`src/rtl/stack_frame_unit_pkg.sv`:
```
// -----------------------------------------------------------------------------
// stack_pkg
// Shared types for the stack frame unit:
//   sel_e   : push/pop source/target selector encodings
//   state_e : stack access FSM states
// -----------------------------------------------------------------------------
package stack_pkg;

  typedef enum logic [1:0] {
    SEL_REG   = 2'b00,
    SEL_PC_HI = 2'b01,
    SEL_PC_LO = 2'b10,
    SEL_CCR   = 2'b11
  } sel_e;

  typedef enum logic [1:0] {
    IDLE = 2'b00,
    WR   = 2'b01,
    RD   = 2'b10,
    DONE = 2'b11
  } state_e;

  localparam int         FRAME_DEPTH_W   = 4;
  localparam logic [3:0] FRAME_DEPTH_MAX = 4'd15;

endpackage

```
`src/rtl/stack_frame_unit_pc_assembler.sv`:
```
// -----------------------------------------------------------------------------
// pc_assembler
// Rebuilds a return PC from two popped halves that may arrive in either order.
// A half is written whenever its enable is high. When the second, different
// half lands, o_pc_valid pulses for one cycle and both half flags clear.
// Re-writing a half that is already held just overwrites it without a pulse.
// Ports:
//   clk, rst_n  : clock, asynchronous active-low reset
//   i_hi_en     : write i_data into the high half
//   i_lo_en     : write i_data into the low half
//   i_data      : half-word value
//   o_pc        : {high half, low half}
//   o_pc_valid  : one-cycle pulse when both halves have been captured
// -----------------------------------------------------------------------------
module pc_assembler #(
  parameter int DATA_W = 16
) (
  input  logic                  clk,
  input  logic                  rst_n,
  input  logic                  i_hi_en,
  input  logic                  i_lo_en,
  input  logic [DATA_W-1:0]     i_data,
  output logic [2*DATA_W-1:0]   o_pc,
  output logic                  o_pc_valid
);

  logic [DATA_W-1:0] r_hi;
  logic [DATA_W-1:0] r_lo;
  logic              r_hi_v;
  logic              r_lo_v;
  logic              r_pc_valid;

  always_ff @(posedge clk or negedge rst_n) begin
    if (!rst_n) begin
      r_hi       <= '0;
      r_lo       <= '0;
      r_hi_v     <= 1'b0;
      r_lo_v     <= 1'b0;
      r_pc_valid <= 1'b0;
    end else begin
      r_pc_valid <= 1'b0;
      if (i_hi_en) begin
        r_hi <= i_data;
        if (r_lo_v) begin
          r_pc_valid <= 1'b1;
          r_hi_v     <= 1'b0;
          r_lo_v     <= 1'b0;
        end else begin
          r_hi_v <= 1'b1;
        end
      end else if (i_lo_en) begin
        r_lo <= i_data;
        if (r_hi_v) begin
          r_pc_valid <= 1'b1;
          r_hi_v     <= 1'b0;
          r_lo_v     <= 1'b0;
        end else begin
          r_lo_v <= 1'b1;
        end
      end
    end
  end

  assign o_pc       = {r_hi, r_lo};
  assign o_pc_valid = r_pc_valid;

endmodule

```
`src/rtl/stack_frame_unit.sv`:
```
// -----------------------------------------------------------------------------
// stack_frame_unit
// Memory-side responder for the control unit's stack protocol. Owns the stack
// pointer (grows downward, sp points at the next free word), performs single
// word stack writes/reads on the data-memory port, reassembles popped return
// PCs and returns restored CCR values.
//
// Handshake: a request (push_valid or pop_valid) is taken on a rising edge
// where busy==0; busy then stays high until the cycle after the DONE state.
// The memory port holds mem_we/mem_addr/mem_wdata stable while mem_req is high
// and the access finishes on the edge where mem_ack is sampled high.
//
// Optional feature macro: STACK_FRAME_CHK_EN enables the interrupt frame depth
// counter (frame_depth / frame_err). Without it both outputs are tied to 0.
//
// Ports:
//   clk, rst_n                       : clock, asynchronous active-low reset
//   push_valid/push_sel/push_data    : push request, source select, reg data
//   pc_in, ccr_in                    : PC and CCR values to save
//   pop_valid/pop_sel                : pop request and target select
//   busy                             : request in progress
//   mem_req/mem_we/mem_addr/mem_wdata: data-memory access
//   mem_rdata/mem_ack                : data-memory response
//   pop_data/pop_data_valid          : popped register data
//   pc_out/pc_valid                  : reassembled return PC
//   ccr_out/ccr_valid                : restored CCR
//   sp                               : current stack pointer
//   ovf_err/unf_err/proto_err        : sticky error flags
//   frame_depth/frame_err            : interrupt frame tracking
//   dbg_state                        : current FSM state
// -----------------------------------------------------------------------------
module stack_frame_unit
  import stack_pkg::*;
#(
  parameter int                DATA_W      = 16,
  parameter int                ADDR_W      = 11,
  parameter logic [ADDR_W-1:0] SP_INIT     = 11'h7FF,
  parameter logic [ADDR_W-1:0] STACK_LIMIT = 11'h600,
  parameter int                CCR_W       = 3
) (
  input  logic              clk,
  input  logic              rst_n,
  input  logic              push_valid,
  input  logic [1:0]        push_sel,
  input  logic [DATA_W-1:0] push_data,
  input  logic [31:0]       pc_in,
  input  logic [CCR_W-1:0]  ccr_in,
  input  logic              pop_valid,
  input  logic [1:0]        pop_sel,
  output logic              busy,
  output logic              mem_req,
  output logic              mem_we,
  output logic [ADDR_W-1:0] mem_addr,
  output logic [DATA_W-1:0] mem_wdata,
  input  logic [DATA_W-1:0] mem_rdata,
  input  logic              mem_ack,
  output logic [DATA_W-1:0] pop_data,
  output logic              pop_data_valid,
  output logic [31:0]       pc_out,
  output logic              pc_valid,
  output logic [CCR_W-1:0]  ccr_out,
  output logic              ccr_valid,
  output logic [ADDR_W-1:0] sp,
  output logic              ovf_err,
  output logic              unf_err,
  output logic              proto_err,
  output logic [3:0]        frame_depth,
  output logic              frame_err,
  output logic [1:0]        dbg_state
);

  state_e            r_state;
  sel_e              r_sel;
  logic [ADDR_W-1:0] r_sp;
  logic              r_busy;
  logic              r_mem_req;
  logic              r_mem_we;
  logic [ADDR_W-1:0] r_mem_addr;
  logic [DATA_W-1:0] r_mem_wdata;
  logic [DATA_W-1:0] r_pop_data;
  logic              r_pop_data_valid;
  logic [CCR_W-1:0]  r_ccr_out;
  logic              r_ccr_valid;
  logic              r_ovf_err;
  logic              r_unf_err;
  logic              r_proto_err;

  logic [DATA_W-1:0] w_push_wdata;
  logic              w_rd_done;
  logic              w_unf_pop;
  logic              w_cap_en;
  sel_e              w_cap_sel;
  logic [DATA_W-1:0] w_cap_data;

  // Write data is chosen from the live inputs at accept and then held in
  // r_mem_wdata, so later changes of pc_in/ccr_in do not disturb the write.
  always_comb begin
    w_push_wdata = push_data;
    case (sel_e'(push_sel))
      SEL_REG:   w_push_wdata = push_data;
      SEL_PC_HI: w_push_wdata = pc_in[31:16];
      SEL_PC_LO: w_push_wdata = pc_in[15:0];
      SEL_CCR:   w_push_wdata = {{(DATA_W-CCR_W){1'b0}}, ccr_in};
      default:   w_push_wdata = push_data;
    endcase
  end

  // A PC half is captured either at the read acknowledge, or at accept time
  // (value 0) when the pop underflows and skips memory entirely.
  assign w_rd_done  = (r_state == RD) && mem_ack;
  assign w_unf_pop  = (r_state == IDLE) && pop_valid && !push_valid && (r_sp == SP_INIT);
  assign w_cap_en   = w_rd_done || w_unf_pop;
  assign w_cap_sel  = w_rd_done ? r_sel : sel_e'(pop_sel);
  assign w_cap_data = w_rd_done ? mem_rdata : '0;

  always_ff @(posedge clk or negedge rst_n) begin
    if (!rst_n) begin
      r_state          <= IDLE;
      r_sel            <= SEL_REG;
      r_sp             <= SP_INIT;
      r_busy           <= 1'b0;
      r_mem_req        <= 1'b0;
      r_mem_we         <= 1'b0;
      r_mem_addr       <= '0;
      r_mem_wdata      <= '0;
      r_pop_data       <= '0;
      r_pop_data_valid <= 1'b0;
      r_ccr_out        <= '0;
      r_ccr_valid      <= 1'b0;
      r_ovf_err        <= 1'b0;
      r_unf_err        <= 1'b0;
      r_proto_err      <= 1'b0;
    end else begin
      r_pop_data_valid <= 1'b0;
      r_ccr_valid      <= 1'b0;
      case (r_state)
        IDLE: begin
          if (push_valid) begin
            // Push has priority; a coincident pop is dropped and flagged.
            r_sel  <= sel_e'(push_sel);
            r_busy <= 1'b1;
            if (pop_valid) r_proto_err <= 1'b1;
            if (r_sp == STACK_LIMIT) begin
              r_ovf_err <= 1'b1;
              r_state   <= DONE;
            end else begin
              r_mem_req   <= 1'b1;
              r_mem_we    <= 1'b1;
              r_mem_addr  <= r_sp;
              r_mem_wdata <= w_push_wdata;
              r_state     <= WR;
            end
          end else if (pop_valid) begin
            r_sel  <= sel_e'(pop_sel);
            r_busy <= 1'b1;
            if (r_sp == SP_INIT) begin
              // Empty stack: report the pop with zero data, no memory access.
              r_unf_err <= 1'b1;
              r_state   <= DONE;
              case (sel_e'(pop_sel))
                SEL_REG: begin
                  r_pop_data       <= '0;
                  r_pop_data_valid <= 1'b1;
                end
                SEL_CCR: begin
                  r_ccr_out   <= '0;
                  r_ccr_valid <= 1'b1;
                end
                default: ;
              endcase
            end else begin
              r_mem_req  <= 1'b1;
              r_mem_we   <= 1'b0;
              r_mem_addr <= r_sp + 1'b1;
              r_state    <= RD;
            end
          end
        end
        WR: begin
          if (mem_ack) begin
            r_mem_req <= 1'b0;
            r_mem_we  <= 1'b0;
            r_sp      <= r_sp - 1'b1;
            r_state   <= DONE;
          end
        end
        RD: begin
          if (mem_ack) begin
            r_mem_req <= 1'b0;
            r_sp      <= r_sp + 1'b1;
            r_state   <= DONE;
            case (r_sel)
              SEL_REG: begin
                r_pop_data       <= mem_rdata;
                r_pop_data_valid <= 1'b1;
              end
              SEL_CCR: begin
                r_ccr_out   <= mem_rdata[CCR_W-1:0];
                r_ccr_valid <= 1'b1;
              end
              default: ;
            endcase
          end
        end
        DONE: begin
          r_busy  <= 1'b0;
          r_state <= IDLE;
        end
        default: begin
          r_busy    <= 1'b0;
          r_mem_req <= 1'b0;
          r_state   <= IDLE;
        end
      endcase
    end
  end

  pc_assembler #(
    .DATA_W(DATA_W)
  ) u_pc_assembler (
    .clk        (clk),
    .rst_n      (rst_n),
    .i_hi_en    (w_cap_en && (w_cap_sel == SEL_PC_HI)),
    .i_lo_en    (w_cap_en && (w_cap_sel == SEL_PC_LO)),
    .i_data     (w_cap_data),
    .o_pc       (pc_out),
    .o_pc_valid (pc_valid)
  );

`ifdef STACK_FRAME_CHK_EN
  logic [FRAME_DEPTH_W-1:0] r_frame_depth;
  logic                     r_frame_err;
  logic                     w_ccr_push_done;
  logic                     w_ccr_pop_acc;

  // Frames open when a CCR write completes and close when a CCR pop is
  // accepted (also when that pop underflows).
  assign w_ccr_push_done = (r_state == WR) && mem_ack && (r_sel == SEL_CCR);
  assign w_ccr_pop_acc   = (r_state == IDLE) && pop_valid && !push_valid &&
                           (sel_e'(pop_sel) == SEL_CCR);

  always_ff @(posedge clk or negedge rst_n) begin
    if (!rst_n) begin
      r_frame_depth <= '0;
      r_frame_err   <= 1'b0;
    end else if (w_ccr_push_done) begin
      if (r_frame_depth != FRAME_DEPTH_MAX) r_frame_depth <= r_frame_depth + 1'b1;
    end else if (w_ccr_pop_acc) begin
      if (r_frame_depth == '0) r_frame_err   <= 1'b1;
      else                     r_frame_depth <= r_frame_depth - 1'b1;
    end
  end

  assign frame_depth = r_frame_depth;
  assign frame_err   = r_frame_err;
`else
  assign frame_depth = '0;
  assign frame_err   = 1'b0;
`endif

  assign busy           = r_busy;
  assign mem_req        = r_mem_req;
  assign mem_we         = r_mem_we;
  assign mem_addr       = r_mem_addr;
  assign mem_wdata      = r_mem_wdata;
  assign pop_data       = r_pop_data;
  assign pop_data_valid = r_pop_data_valid;
  assign ccr_out        = r_ccr_out;
  assign ccr_valid      = r_ccr_valid;
  assign sp             = r_sp;
  assign ovf_err        = r_ovf_err;
  assign unf_err        = r_unf_err;
  assign proto_err      = r_proto_err;
  assign dbg_state      = r_state;

endmodule

```
`config.mk`:
```
export PLATFORM = sky130hd
export DESIGN_NAME = stack_frame_unit
export DESIGN_NICKNAME = d
export VERILOG_FILES = /design/src/rtl/stack_frame_unit_pkg.sv /design/src/rtl/stack_frame_unit_pc_assembler.sv /design/src/rtl/stack_frame_unit.sv
export SDC_FILE = /design/constraint.sdc
export NUM_CORES = 1
export LEC_CHECK = 0
export ABC_AREA = 0
export CORE_UTILIZATION = 55
export DETAILED_ROUTE_END_ITERATION = 10
export DONT_BUFFER_PORTS = 1
export GPL_TIMING_DRIVEN = 1
export HOLD_SLACK_MARGIN = 0.15
export PLACE_DENSITY = 0.7
export REMOVE_ABC_BUFFERS = 1
export SLEW_MARGIN = 25
export SYNTH_ARGS = -nofsm -noshare
export SYNTH_HDL_FRONTEND = slang
export SYNTH_SLANG_ARGS = --single-unit
```
`constraint.sdc`:
```
create_clock -name clk -period 2.7 [get_ports clk]
set_input_delay 0.54 -clock clk [delete_from_list [all_inputs] [get_ports clk]]
set_output_delay 0.54 -clock clk [all_outputs]
set_load 0.1 [all_outputs]
```
== Word-level counts from Yosys, hierarchy flattened ==
Index checks and enable logic that the tools add are counted.

* Register bits: 104
* Bits of input ports: 76
* Output and inout port bits: 105
* Logic and storage cells: 155

* $add $sub $neg: 2
* Eq/ne operators: 27
* Muxes and demuxes: 69
* Bitwise logic cells: 3
* Reduce and logical (&&, ||, !) cells: 34

{| class="wikitable"
|+ Operators by type and width
! operator !! count
|-
| 16-bit two-way mux || 7
|-
| 11-bit two-way mux || 6
|-
| 16-bit one-hot mux with 4 select lines || 1
|-
| 1-bit two-way mux || 33
|-
| 16-bit one-hot mux with 2 select lines || 1
|-
| 11-bit == test, second input constant || 2
|-
| 11-bit one-hot mux with 2 select lines || 1
|-
| 3-bit two-way mux || 6
|-
| 2-bit == test, second input constant || 7
|-
| 2-bit two-way mux || 7
|-
| 7-bit AND reduction || 2
|-
| 2-bit nonzero test || 7
|-
| 2-bit by 1-bit inequality test with 1-bit output, second input constant || 6
|-
| 2-bit inequality test, second input constant || 6
|-
| 3-bit AND reduction || 4
|-
| 11-bit by 1-bit adder with 11-bit output, second input constant || 1
|-
| 11-bit by 1-bit subtractor with 11-bit output, second input constant || 1
|-
| 1-bit one-hot mux with 2 select lines || 5
|-
| 5-bit AND reduction || 2
|-
| 3-bit inequality test, second input constant || 3
|-
| 2-bit zero test || 4
|-
| 2-bit AND reduction || 4
|-
| 4-bit AND reduction || 2
|-
| 2-bit by 1-bit == test with 1-bit output, second input constant || 3
|-
| other kinds (7) || 14
|}

== Longest topological paths before layout ==
Gate-level depths: netlist (run 1).

* Word-level depth: 8
* Depth in mapped cells: 9
* Depth with buffers taken out: 6

== Cells and area by module ==
Synthesis (run 1) repeated with hierarchy kept, for this count alone.

* Cells, all modules: 495
* Area, all modules: 5444.0 um2

{| class="wikitable"
|+ Modules (own cells, without submodules)
! module !! instances !! cells an instance !! area an instance (um2)
|-
| stack_frame_unit || 1 || 416 || 4083.9
|-
| pc_assembler || 1 || 79 || 1360.1
|}

== Least setup slack after synthesis (run 1) ==
Ideal clock, no wire load.

* Path type: register to register
* Start point: reg r_state[0], in the netlist dbg_state[0]
* End point: reg u_pc_assembler.r_hi[10]
* Setup time: 126 ps
* Arrival time: 2547 ps
* Required time: 2574 ps
* Path slack: 27 ps
* Cell stages (with the launch flop): 9
* Buffers on the path: 2
* Period minus slack after synthesis: 2673 ps
* Path through: dfrtp_1 > inv_1 > ha_1 > buf_2 > nand2_1 > nand3b_1 > o21ai_4 > buf_12 > mux2_4

* Longest elaborated chain between the ends: 6
* Elaborated cells between the ends (all ways): 11

{| class="wikitable"
|+ Ends and longest elaborated chain
! what !! RTL line !! text
|-
| start, declared || stack_frame_unit.sv:72 || <nowiki>state_e r_state;</nowiki>
|-
| start signal, assigned || stack_frame_unit.sv:118 || <nowiki>r_state <= IDLE;</nowiki>
|-
| start signal, assigned || stack_frame_unit.sv:145 || <nowiki>r_state <= DONE;</nowiki>
|-
| start signal, assigned || stack_frame_unit.sv:151 || <nowiki>r_state <= WR;</nowiki>
|-
| parallel branches: the longest is 6 deep, another holds 2-bit == test || n/a ||
|-
| end signal, assigned || stack_frame_unit_pc_assembler.sv:43 || <nowiki>r_hi <= i_data;</nowiki>
|-
| end, declared || stack_frame_unit_pc_assembler.sv:27 || <nowiki>logic [DATA_W-1:0] r_hi;</nowiki>
|}

Several ways; the timed one is not identified.
A chain may end at the register's enable or synchronous reset.

== Worst setup path in the final report (run 1) ==
* Start point: reg r_sp[1], in the netlist sp[1]
* End point: reg u_pc_assembler.r_lo[3]

* Longest elaborated chain between the ends: 6
* Elaborated cells between the ends (all ways): 7

{| class="wikitable"
|+ Ends and longest elaborated chain
! what !! RTL line !! text
|-
| start, declared || stack_frame_unit.sv:74 || <nowiki>logic [ADDR_W-1:0] r_sp;</nowiki>
|-
| start signal, assigned || stack_frame_unit.sv:183 || <nowiki>r_sp <= r_sp - 1'b1;</nowiki>
|-
| start signal, assigned || stack_frame_unit.sv:190 || <nowiki>r_sp <= r_sp + 1'b1;</nowiki>
|-
| 11-bit == test * || stack_frame_unit.sv:111 || <nowiki>assign w_unf_pop = (r_state == IDLE) && pop_valid && !push_valid && (r_sp == SP_INIT);</nowiki>
|-
| 1-bit logical AND * || stack_frame_unit.sv:111 ||
|-
| 1-bit logical OR * || stack_frame_unit.sv:112 || <nowiki>assign w_cap_en = w_rd_done || w_unf_pop;</nowiki>
|-
| 1-bit logical AND || stack_frame_unit.sv:223 || <nowiki>.i_hi_en (w_cap_en && (w_cap_sel == SEL_PC_HI)),</nowiki>
|-
| 1-bit inverter (no source line) || n/a ||
|-
| 2-bit AND reduction (no source line) * || n/a ||
|-
| end signal, assigned || stack_frame_unit_pc_assembler.sv:52 || <nowiki>r_lo <= i_data;</nowiki>
|-
| end, declared || stack_frame_unit_pc_assembler.sv:28 || <nowiki>logic [DATA_W-1:0] r_lo;</nowiki>
|}

Every way passes the cells marked *; elsewhere a longest branch is shown, timed or not.

==> results of run 1 <==
-- state kept, by name, indices dropped and copies added (netlist names) --
name and cells:
pop_data 16, unf_err 1, sp 11, proto_err 1, mem_we 1, dbg_state 2
pop_data_valid 1, u_pc_assembler.o_pc_valid 1, mem_addr 11, u_pc_assembler.r_hi 16, busy 1, u_pc_assembler.r_lo_v 1
u_pc_assembler.r_lo 16, mem_wdata 16, ccr_out 3, u_pc_assembler.r_hi_v 1, ovf_err 1, mem_req 1
ccr_valid 1, r_sel 2
-- cells in the mapped netlist (14+ instances only) --
| cell type | instances |
|---|---|
| dfrtp_1 | 93 |
| mux2_2 | 24 |
| nor3_1 | 24 |
| a221oi_1 | 14 |
| or4_1 | 20 |
| a21oi_1 | 28 |
| nand3_1 | 31 |
| and3_1 | 22 |
| and2_1 | 18 |
| mux2_4 | 25 |
| clkbuf_1 | 21 |
| nor2_1 | 31 |
| nand2_1 | 47 |
| mux2i_1 | 16 |
-- critical path, delay by kind of cell, from the launching register on --
kind            cells  cell delay, ps
buf+inv             1             300
fa+ha+maj           1             220
flops               1             580
mux                 1             380
compound gates      1             190
simple gates        2             590
-- area by class of cell --
| type | count | area [sq um] | share of cell area |
|---|---|---|---|
| multi-input combinational | 411 | 3010 | 0.486 |
| sequential | 104 | 2620 | 0.422 |
| timing repair buffer | 23 | 173 | 0.0279 |
| tap | 136 | 170 | 0.0275 |
| clock buffer | 9 | 124 | 0.0200 |
| clock inverter | 7 | 63.8 | 0.0103 |
| inverter | 11 | 41.3 | 0.00666 |
-- stage by stage --
step,setup WS (ps),TNS [ps],instances
floorplan,-1610,-79590,526
global placement,424,0,685
detailed placement,357,0,685
CTS,341,0,701
global route,205,0,701
finish,321,0,701
-- per-layer routing --
metal	vias to the layer above	global-route usage	share of wire
li1	2025	-	-
met1	2165	0.325	0.41
met2	146	0.415	0.48
met3	29	0.0742	0.078
met4	0	0.107	0.025
met5	-	0	0
-- worst min path at each step --
stage / start / to / slack (ps) / cells after the start
global placement: rst_n / u_pc_assembler.r_lo[8] / 250 / 0
global route: rst_n / u_pc_assembler.r_lo[12] / -190 / 0
detailed placement: rst_n / u_pc_assembler.r_hi[8] / 250 / 0
floorplan: rst_n / busy / 240 / 0
CTS: rst_n / u_pc_assembler.r_hi[8] / -180 / 0
finish: rst_n / u_pc_assembler.r_lo[12] / -160 / 0
-- cell families after synthesis --
family	share of synthesized area
muxes	0.146
DFF	0.439
xor gates and xnor gates	0.0308
adders and majority gates	0.0168
other	0.000629
AOI/OAI and AO/OA	0.0958
buffers and inverters	0.0612
and+or+nand+nor	0.210
==> results by group, run 1 <==
Outcome
  • Status: complete, but fails checks
  • Failing checks: hold timing

Routing
  • Avg Vias per Cell: 6.23
  • DRC violations left: 0
  • Drt wl/cell: 20.0 um
  • DR iter-0 viols: around 340
  • Post-DRT Antenna Nets: 0
  • Total Wirelength: 14.0 mm
  • Vias: 4,365
  • 1st-pass router iterations: 4

Setup path
  • CP peak stage delay: about 580 ps
  • CP Capture Type: register
  • Crit Reg-Reg Startpoint: sp[1]
  • Worst reg-to-reg path cell count: 6
  • Cells along the critical path: ha_1, and3_1, nand4_4, o21ai_4, buf_4, mux2_2
  • CP startpoint: sp[1]
  • Critical Path Source Type: register
  • Req. time, crit path: 2980 ps
  • Crit path to: u_pc_assembler.r_lo[3]
  • Worst Path Arrival: 2660 ps
  • Critical-path top delay cell: dfstp_2
  • FF-to-FF End: u_pc_assembler.r_lo[3]
  • FF-to-FF setup slack: 320 ps
  • CP Max Fanout: 18
  • Critical path type: register to register

Final layout
  • Commonest cells after routing, fill and taps aside: 93 x dfrtp_1, 47 x nand2_1, 31 x nand3_1, 31 x nor2_1, 28 x a21oi_1
  • Fill cells: 872
  • Commonest non-fill, non-tap cell in the layout: dfrtp_1
  • Synth-to-Final Area Change: 3.88%
  • ANT cells: 0
  • Final #Nets: 644
  • Post-route cell area: 6200 sq um
  • Share of cells above drive strength 1: 0.209
  • Fin util: 0.595

Timing
  • Slew headroom: 0.345
  • Final hold vios: 93
  • RSZ-0062 raised after global routing: no
  • Fin. max-slew vios: 0
  • Actual slew at the worst max-slew pin: 982 ps
  • Final worst-path cycle share: 0.881
  • Final setup vio count: 0
  • Achievable frequency: 420 MHz
  • Layout Skew: around 14 ps
  • Post-layout min period: 2380 ps
  • Final hold slack: -163 ps

Global route
  • Initial antenna violation count: 0
  • Global-route wire length before repair: 22.8 mm
  • All-Layer GR Usage: 0.258
  • Largest net degree at the start of global routing: 105
  • Vias in the first global route: 4,424
  • Global route overflow: 0

CTS
  • Clock buffer depth: 2
  • TritonCTS buffer count: 9
  • Clk Latency, worst-skew pair: 380 ps
  • Clock slew at reported path FFs: 110 ps
  • Gates resized, CTS repair: 0
  • CTS root buf: clkbuf_8
  • Clk sink count: between 100 and 150
  • Setup bufs post-CTS: 0
  • CTS tree: yes
  • H-tree levels: 3

Yosys
  • Synth Instances: 577
  • Avg Inst Size Synth: 10.3 sq um
  • Async SR Flop Fraction: 1.00
  • Post-synthesis cell type count: 61
  • Synth area leader: dfrtp_1
  • Synth Register Bits: 104
  • Post-synth EDFFs: 0
  • Synth Flop Type: dfrtp_1
  • Top cell type's share of synthesized area: 0.390
  • Post-Syn Area: 5970 sq um
  • Sequential share of the synthesized area: 0.439
  • Top post-synthesis cells by area: dfrtp_1 39%, mux2_4 6.3%, dfstp_2 4.8%, mux2_2 4.5%, nand2_1 3.0%
  • Yosys warning total: 0

Die
  • # IOs: 181
  • Die Span X: 106 um
  • Row cnt: 37
  • Core ar.: 10,400 sq um
  • Initial Util: 0.573
  • Die H: 106 um
  • DIE AREA: 11,300 sq um

Hold path
  • Worst hold path class: primary input to async pin

Place
  • Gp weighted congestion: between 0.8 and 0.9
  • DP Area: between 6000 and 7000 sq um
  • DPL Wire Length: 9.75 mm
  • IO buf count: 0

Flow run
  • Total of max-cap violations: 0
Power of run 1 is left out: the tool's default activity adds up to more than one toggle a clock period on the data nets, which glitch-free logic cannot reach.
==> run 2: changes to the inputs <==
--- a/config.mk
+++ b/config.mk
@@ -13,7 +13,8 @@
 export HOLD_SLACK_MARGIN = 0.15
 export PLACE_DENSITY = 0.7
 export REMOVE_ABC_BUFFERS = 1
-export SLEW_MARGIN = 25
+export SKIP_LAST_GASP = 1
+export SLEW_MARGIN = 20
 export SYNTH_ARGS = -nofsm -noshare
 export SYNTH_HDL_FRONTEND = slang
 export SYNTH_SLANG_ARGS = --single-unit
==> constraint.sdc (replaced) <==
create_clock -name clk -period 2.7 [get_ports clk]
set_input_delay 0.81 -clock clk [delete_from_list [all_inputs] [get_ports clk]]
set_output_delay 0.81 -clock clk [all_outputs]
set_load 0.1 [all_outputs]
==> results by group, run 2 (synthesis gave the netlist of run 1 again) <==
Setup path
  • CP Capture Type: register
  • Worst Path Arrival: 2650 ps (about the same)
  • FF-to-FF setup slack: 320 ps (about the same)
  • Critical path type: register to register
  • CP Max Fanout: 18 (unchanged)
  • FF-to-FF End: u_pc_assembler.r_lo[2]
  • Critical Path Source Type: register
  • Worst reg-to-reg path cell count: 6 (unchanged)
  • Crit Reg-Reg Startpoint: sp[1]
  • Crit path to: u_pc_assembler.r_lo[2]
  • Req. time, crit path: 2970 ps (about the same)
  • CP startpoint: sp[1]

Hold path
  • Worst hold path class: primary input to async pin

Global route
  • Initial antenna violation count: 0 (unchanged)
  • All-Layer GR Usage: 0.258 (about the same)
  • Global-route wire length before repair: 23.1 mm (+1.1%)
  • Largest net degree at the start of global routing: 105 (unchanged)
  • Global route overflow: 0 (unchanged)
  • Vias in the first global route: 4,506 (+1.9%)

Final layout
  • ANT cells: 0 (unchanged)
  • Synth-to-Final Area Change: 6.80%
  • Final #Nets: 665 (+3.3%)
  • Post-route cell area: 6370 sq um (+2.8%)
  • Share of cells above drive strength 1: 0.237 (+0.0284)
  • Fill cells: 870 (-0.23%)
  • Commonest cells after routing, fill and taps aside: 93 x dfrtp_1, 47 x nand2_1, 44 x buf_4
  • Commonest non-fill, non-tap cell in the layout: dfrtp_1

CTS
  • Setup bufs post-CTS: 0 (unchanged)
  • CTS tree: yes
  • Gates resized, CTS repair: 0 (unchanged)
  • Clock slew at reported path FFs: 120 ps (about the same)
  • Clk Latency, worst-skew pair: 380 ps (about the same)
  • TritonCTS buffer count: 9 (unchanged)
  • CTS root buf: clkbuf_8
  • Clk sink count: 104 (unchanged)
  • Clock buffer depth: 2 (unchanged)
  • H-tree levels: 3 (unchanged)

Timing
  • Fin. max-slew vios: 0 (unchanged)
  • Final setup vio count: 0 (unchanged)
  • Final hold vios: 0 (-100%)
  • Actual slew at the worst max-slew pin: 989 ps (+7.45 ps)
  • Final worst-path cycle share: 0.881 (about the same)
  • Layout Skew: 19.3 ps (+5.42 ps)
  • Slew headroom: 0.341 (-0.00497)
  • Achievable frequency: 420 MHz (about the same)
  • RSZ-0062 raised after global routing: no
  • Post-layout min period: 2380 ps (-0.248 ps)

Die
  • Initial Util: 0.573 (unchanged)
  • Core ar.: 10,400 sq um (unchanged)
  • Die H: 106 um (unchanged)
  • Die Span X: 106 um (unchanged)
  • Row cnt: 37 (unchanged)
  • # IOs: 181 (unchanged)
  • DIE AREA: 11,300 sq um (unchanged)

Routing
  • 1st-pass router iterations: 4 (unchanged)
  • Avg Vias per Cell: 6.16 (-1.0%)
  • Wl on met1: 5.57 mm (-4.3%)
  • WL met2: 6.79 mm (+0.16%)
  • Total Wirelength: 14.0 mm (-0.52%)
  • DRC violations left: 0 (unchanged)
  • Vias: 4,450 (+1.9%)
  • Met3 WL: 1.29 mm (+17%)
  • Post-DRT Antenna Nets: 0 (unchanged)
  • Drt wl/cell: 19.4 um (-3.4%)
  • Top layer reached by signal wires: met4
  • DR iter-0 viols: 274 (-19%)

Place
  • DPL Wire Length: 9.89 mm (+1.4%)
  • Gp weighted congestion: 0.871 (+6.4%)
  • IO buf count: 0 (unchanged)
  • DP Area: 6170 sq um (+2.6%)

Flow run
  • Total of max-cap violations: 0 (unchanged)

Outcome
  • Status: completed
run 2: through the flow:
stage                     setup slack [ps]  std cells   util  hold slack [ps]  setup TNS, ps
final                                  321        722  0.612             99.9              0
after global routing                   198        722  0.612             66.9              0
after CTS                              334        722  0.612             89.0              0
after detailed placement               333        706  0.592              477              0
after global placement                 414        706  0.592              474              0
after floorplan                      -1610        526      -              450         -79590
run 2: worst max-delay path, cell delays in order (launching register included):
cell and delay (ps):
dfstp_2 590, ha_1 210, and3_1 370, nand4_4 230, o21ai_4 190, buf_4 300
mux2_2 380
run 2: how the worst min path moves through the flow:
| stage | cells past startpoint | startpoint | slack (ps) | endpoint |
|---|---|---|---|---|
| 2_1_floorplan | 1 | u_pc_assembler.r_hi_v | 450 | u_pc_assembler.r_lo_v |
| 3_3_place_gp | 1 | u_pc_assembler.r_lo_v | 470 | u_pc_assembler.r_hi_v |
| 3_5_place_dp | 1 | u_pc_assembler.r_lo_v | 480 | u_pc_assembler.r_hi_v |
| 4_1_cts | 0 | rst_n | 90 | u_pc_assembler.r_lo[8] |
| 5_1_grt | 0 | rst_n | 70 | u_pc_assembler.r_lo[8] |
| 6_report | 0 | rst_n | 100 | u_pc_assembler.r_lo[7] |
run 2: area by class of cell:
cell class / count / area [sq um] / area share
tap: 136 / 170 / 0.0267
clock buffer: 9 / 124 / 0.0194
inverter: 11 / 41.3 / 0.00648
sequential: 104 / 2620 / 0.411
timing repair buffer: 44 / 330 / 0.0518
clock inverter: 7 / 80.1 / 0.0126
multi-input combinational: 411 / 3010 / 0.472
run 2: per-layer routing:
layer	global-route usage	vias to the layer above
li1	-	2081
met1	0.318	2159
met2	0.425	184
met3	0.0748	26
met4	0.100	0
met5	0	-
Power of run 2 is left out for the same reason.
